$ cat config.mk
export PLATFORM = sky130hd
export DESIGN_NAME = ray_aabb_err_monitor
export DESIGN_NICKNAME = d
export VERILOG_FILES = /design/src/rtl/ray_aabb_err_monitor.sv
export SDC_FILE = /design/constraint.sdc
export NUM_CORES = 1
export LEC_CHECK = 0
export CAP_MARGIN = 15
export CORE_MARGIN = 2
export CORE_UTILIZATION = 55
export CTS_CLUSTER_SIZE = 24
export DETAILED_ROUTE_END_ITERATION = 8
export GPL_TIMING_DRIVEN = 0
export HOLD_SLACK_MARGIN = 0.08
export PLACE_DENSITY = 0.76
export SETUP_SLACK_MARGIN = 0.15
export SLEW_MARGIN = 20
export SYNTH_ARGS = -nofsm -noshare
export SYNTH_HDL_FRONTEND = slang
export SYNTH_SLANG_ARGS = --single-unit
$ cat constraint.sdc
create_clock -name clk -period 2.8 [get_ports clk]
set_input_delay 0.56 -clock clk [delete_from_list [all_inputs] [get_ports clk]]
set_output_delay 0.56 -clock clk [all_outputs]
set_load 0.1 [all_outputs]
$ cat src/rtl/ray_aabb_err_monitor.sv
// On-chip hit/miss checker for the Ray_AABB pipeline: delays golden hit bits by LATENCY and counts Type1/Type2 errors.
// Optional first-mismatch capture ports are enabled by defining RAABB_FIRST_ERR_EN.
module ray_aabb_err_monitor #(
  parameter int LATENCY  = 42,
  parameter int NUM_RAYS = 10000,
  parameter int CNT_W    = 16,
  parameter int T1_W     = 10,
  parameter int T2_W     = 16
) (
  input  logic             clk,
  input  logic             rst,
  input  logic             start,
  input  logic             issue_valid,
  input  logic             issue_ref,
  input  logic             hit_miss,
  output logic             busy,
  output logic             done,
  output logic [T1_W-1:0]  type1_err,
  output logic [T2_W-1:0]  type2_err,
  output logic [CNT_W-1:0] checked_cnt,
`ifdef RAABB_FIRST_ERR_EN
  output logic [CNT_W-1:0] first_err_idx,
  output logic             first_err_type,
  output logic             first_err_valid,
`endif
  output logic             sat
);

  typedef enum logic [1:0] {IDLE, RUN, DONE} state_t;

  localparam logic [CNT_W-1:0] NUM_RAYS_C = CNT_W'(NUM_RAYS);
  localparam logic [T1_W-1:0]  T1_MAX     = '1;
  localparam logic [T2_W-1:0]  T2_MAX     = '1;
  localparam logic [T1_W-1:0]  T1_NEAR    = T1_MAX - T1_W'(1);
  localparam logic [T2_W-1:0]  T2_NEAR    = T2_MAX - T2_W'(1);

  state_t             state, state_nxt;
  logic [LATENCY-1:0] dl_valid, dl_ref;
  logic [CNT_W-1:0]   issued_cnt, checked_nxt;
  logic               start_run, accept, cmp_en, cmp_ref, t1_hit, t2_hit;

  always_comb begin
    start_run   = start && (state != RUN);
    accept      = (state == RUN) && issue_valid && (issued_cnt < NUM_RAYS_C);
    cmp_en      = (state == RUN) && dl_valid[LATENCY-1];
    cmp_ref     = dl_ref[LATENCY-1];
    t1_hit      = cmp_en && cmp_ref && !hit_miss;
    t2_hit      = cmp_en && !cmp_ref && hit_miss;
    checked_nxt = checked_cnt + CNT_W'(cmp_en);
  end

  // Leaving RUN looks at the post-compare count so done rises right after the final compare.
  always_comb begin
    state_nxt = state;
    case (state)
      IDLE:    if (start) state_nxt = RUN;
      RUN:     if (checked_nxt == NUM_RAYS_C) state_nxt = DONE;
      DONE:    if (start) state_nxt = RUN;
      default: state_nxt = IDLE;
    endcase
  end

  assign busy = (state == RUN);
  assign done = (state == DONE);

  always_ff @(posedge clk) begin
    if (rst) begin
      state       <= IDLE;
      dl_valid    <= '0;
      dl_ref      <= '0;
      issued_cnt  <= '0;
      checked_cnt <= '0;
      type1_err   <= '0;
      type2_err   <= '0;
      sat         <= 1'b0;
    end else begin
      state <= state_nxt;
      if (start_run) begin
        dl_valid    <= '0;
        dl_ref      <= '0;
        issued_cnt  <= '0;
        checked_cnt <= '0;
        type1_err   <= '0;
        type2_err   <= '0;
        sat         <= 1'b0;
      end else if (state == RUN) begin
        for (int i = LATENCY - 1; i > 0; i--) begin
          dl_valid[i] <= dl_valid[i-1];
          dl_ref[i]   <= dl_ref[i-1];
        end
        dl_valid[0] <= accept;
        dl_ref[0]   <= accept && issue_ref;
        if (accept) issued_cnt <= issued_cnt + CNT_W'(1);
        checked_cnt <= checked_nxt;
        // Error counters stick at all-ones; sat latches on the increment that gets there.
        if (t1_hit && (type1_err != T1_MAX)) begin
          type1_err <= type1_err + T1_W'(1);
          if (type1_err == T1_NEAR) sat <= 1'b1;
        end
        if (t2_hit && (type2_err != T2_MAX)) begin
          type2_err <= type2_err + T2_W'(1);
          if (type2_err == T2_NEAR) sat <= 1'b1;
        end
      end
    end
  end

`ifdef RAABB_FIRST_ERR_EN
  // Index is the pre-increment compare count of the first mismatching ray.
  always_ff @(posedge clk) begin
    if (rst || start_run) begin
      first_err_idx   <= '0;
      first_err_type  <= 1'b0;
      first_err_valid <= 1'b0;
    end else if ((t1_hit || t2_hit) && !first_err_valid) begin
      first_err_idx   <= checked_cnt;
      first_err_type  <= t2_hit;
      first_err_valid <= 1'b1;
    end
  end
`endif

endmodule

==> qor.csv <==
metric;value;unit
status;complete, no violations;
fmax;384;MHz
final instance area;7120;um^2
worst r2r path cells;8;
vias per inst;5.48;
Worst R2R Setup Slack;0.35;ns
CP endpoint kind;output pin;
Die Ht;107;um
Worst Skew;0.00912;ns
number of global-route vias before repair;4908;
TritonCTS Buffers;17;
Reg2Reg Launch Point;state[1]$_SDFFE_PP0P_;
critical path class;flip-flop to output pin;
drt total wl;12800;um
DRT iter0 DRCs;266;
placed cells;914;
Row Count;37;
Hold Path Class;flip-flop to flip-flop;
clock sinks;145;
buffers plus inverters on the worst setup path;1;
total inserted antenna cells;0;
PortBufs;50;
Hold EP;dl_ref[32]$_SDFFE_PP0N_;
worst path arrival time;2.04;ns
Layout Utilization;0.690;
Slowest cell on crit path;clkdlybuf4s50_1;
syn nets;741;
TritonCTS clock tree;built;
die area;11500;um^2
Async S/R FF share, synth;0;
worst path cell trace;clkdlybuf4s50_1;
Vias;5193;
Gate Count Post-Synth;728;
Final nets;812;
Clock transition at path regs;0.06;ns
Mean Syn Cell Area;8.07;um^2
final hold vios;0;
Pleak;0.00245;uW
fin. max-slew vios;0;
Tcrit/Tclk final;0.929;
Routed Antenna Nets;0;
Initial Utilization;0.569;
largest net degree at the start of global routing;17;
Pre-antenna DRT Iters;5;
DRC viols;0;
core footprint;10300;um^2
Max-slew headroom;0.327;
min-delay src;dl_ref[31]$_SDFFE_PP0N_;
placed inst area;6550;um^2
post-synthesis sequential area ratio;0.494;
critical path launch point type;flip-flop;
most frequent cells in the layout;191 x nand2_1, 142 x dfxtp_1, 102 x a21oi_1;
Synth Cell Area;5870;um^2
routability cong.;0.869;
post-DR wirelength/cell;13.5;um
Power Total;4510;uW
Synth Flop Type;dfxtp_1;
initial antenna violation count;0;
Worst Path Required;2.24;ns
total of max-cap violations;0;
io pins;51;
WHS Path Cells;2;
layout cells sized above 1;0.0543;
Crit. path cell count;1;
setup violators final;0;
RSZ-0062 raised after global routing;yes;
Worst path max stage delay;1.17;ns
Area Growth Syn to Fin;21.3;%
dpl hpwl;8850;um
Worst-Margin Slew;1.01;ns
EDFF count, synth;0;
setup slack after layout;0.198;ns
critical path's top delay family;buffers and inverters;
Finished Layout Cells;947;
clk buf depth;2;
pwr dens;633;nW/um^2
commonest non-fill, non-tap cell in the layout;nand2_1;
Setup WS pre-CTS;-0.00743;ns
H-tree levels;4;
Max IR drop VDD;328;uV
endpoint of the worst-slack reg-to-reg timing path;checked_cnt[14]$_SDFFE_PP0N_;
flops & latches, synth;145;
Clock Tree Root;clkbuf_8;
first-pass GRT wire length;21600;um
YS warnings;0;
worst-path maximum fanout;4;
grt total ovfl;0;
clk_lat worst skew;0.53;ns
Final min period;2.60;ns
total track usage;0.234;
Distinct cells, synth;47;
Die W;107;um
final cells by class:
type	count	area, um^2
Timing Repair Buffer	52	487
Fill cell	874	3200
Inverter	16	60.1
Multi-Input combinational cell	524	2750
Clock buffer	24	490
Sequential cell	145	2910
Buffer	43	161
Clock inverter	7	98.8
Tap cell	136	170
layer usage:
metal | share of wire | track usage
met1 | 0.44 | 0.269
met4 | 0.017 | 0.0888
met2 | 0.49 | 0.413
met5 | 0 | 0
met3 | 0.053 | 0.0623
through the flow:
step                 TNS, ns  hold WS, ns
floorplan                  0        0.431
global placement    -0.00792        0.435
detailed placement  -0.00743        0.445
CTS                        0        0.451
global route               0        0.467
finish                     0        0.447
flip-flops by register name, indices dropped and copies added, names as in the netlist:
signal / flops
type1_err: 10
dl_ref: 42
checked_cnt: 16
dl_valid: 42
state: 2
type2_err: 16
sat: 1
issued_cnt: 16
cells in the mapped netlist (3+ instances only):
master     count  share of area
xnor2_1       32          0.048
nor2_1        52          0.033
nand3_1       19          0.016
o21ai_0        6         0.0051
inv_1         15         0.0096
nor2b_1        3         0.0032
a2111oi_0      3         0.0045
or4_1          6         0.0077
xor2_1         8          0.012
a21oi_1      102          0.087
ha_1           7          0.015
dfxtp_1      145           0.49
a211oi_1       8          0.010
nor3_1        13          0.011
and3_1         3         0.0032
or3_1          7         0.0075
and2_1         3         0.0032
o31ai_1        4         0.0051
clkbuf_1      41          0.026
nand2_1      191           0.12
nand4_1       15          0.016
nor4_1        13          0.014
how the worst max path moves through the flow:
stage / from / to / slack [ns]
after floorplan: type2_err[4]$_SDFFE_PP0P_ / type2_err[15]$_SDFFE_PP0P_ / 0.15
after global routing: state[1]$_SDFFE_PP0P_ / busy / 0.12
final: checked_cnt[0]$_SDFFE_PP0N_ / checked_cnt[0] / 0.20
after global placement: state[1]$_SDFFE_PP0P_ / busy / -0.008
after detailed placement: state[1]$_SDFFE_PP0P_ / busy / -0.007
after CTS: state[1]$_SDFFE_PP0P_ / busy / 0.02
report_power, final:
group	leakage [uW]	switching (uW)	internal, uW
Combinational	0.00101	180	37.7
Sequential	0.00117	3.70	2070
Clock	0.000276	838	1380
cell families (layout without fill, tap and decap cells):
logic type | after synthesis | after routing | share of synthesized area
fa+ha+maj | 7 | 7 | 0.0149
flops | 145 | 145 | 0.494
buf+inv | 59 | 142 | 0.0377
compound gates | 136 | 136 | 0.133
mux | 1 | 1 | 0.00170
simple gates | 340 | 340 | 0.259
xor+xnor | 40 | 40 | 0.0597
what timing repair did:
action,CTS,global route
hold buffers,0,0
setup endpoints to repair,34,10
endpoints found under the hold margin,0,0
resized for setup,36,10
setup buffers,0,2
Power figures use the tool's default switching activity.
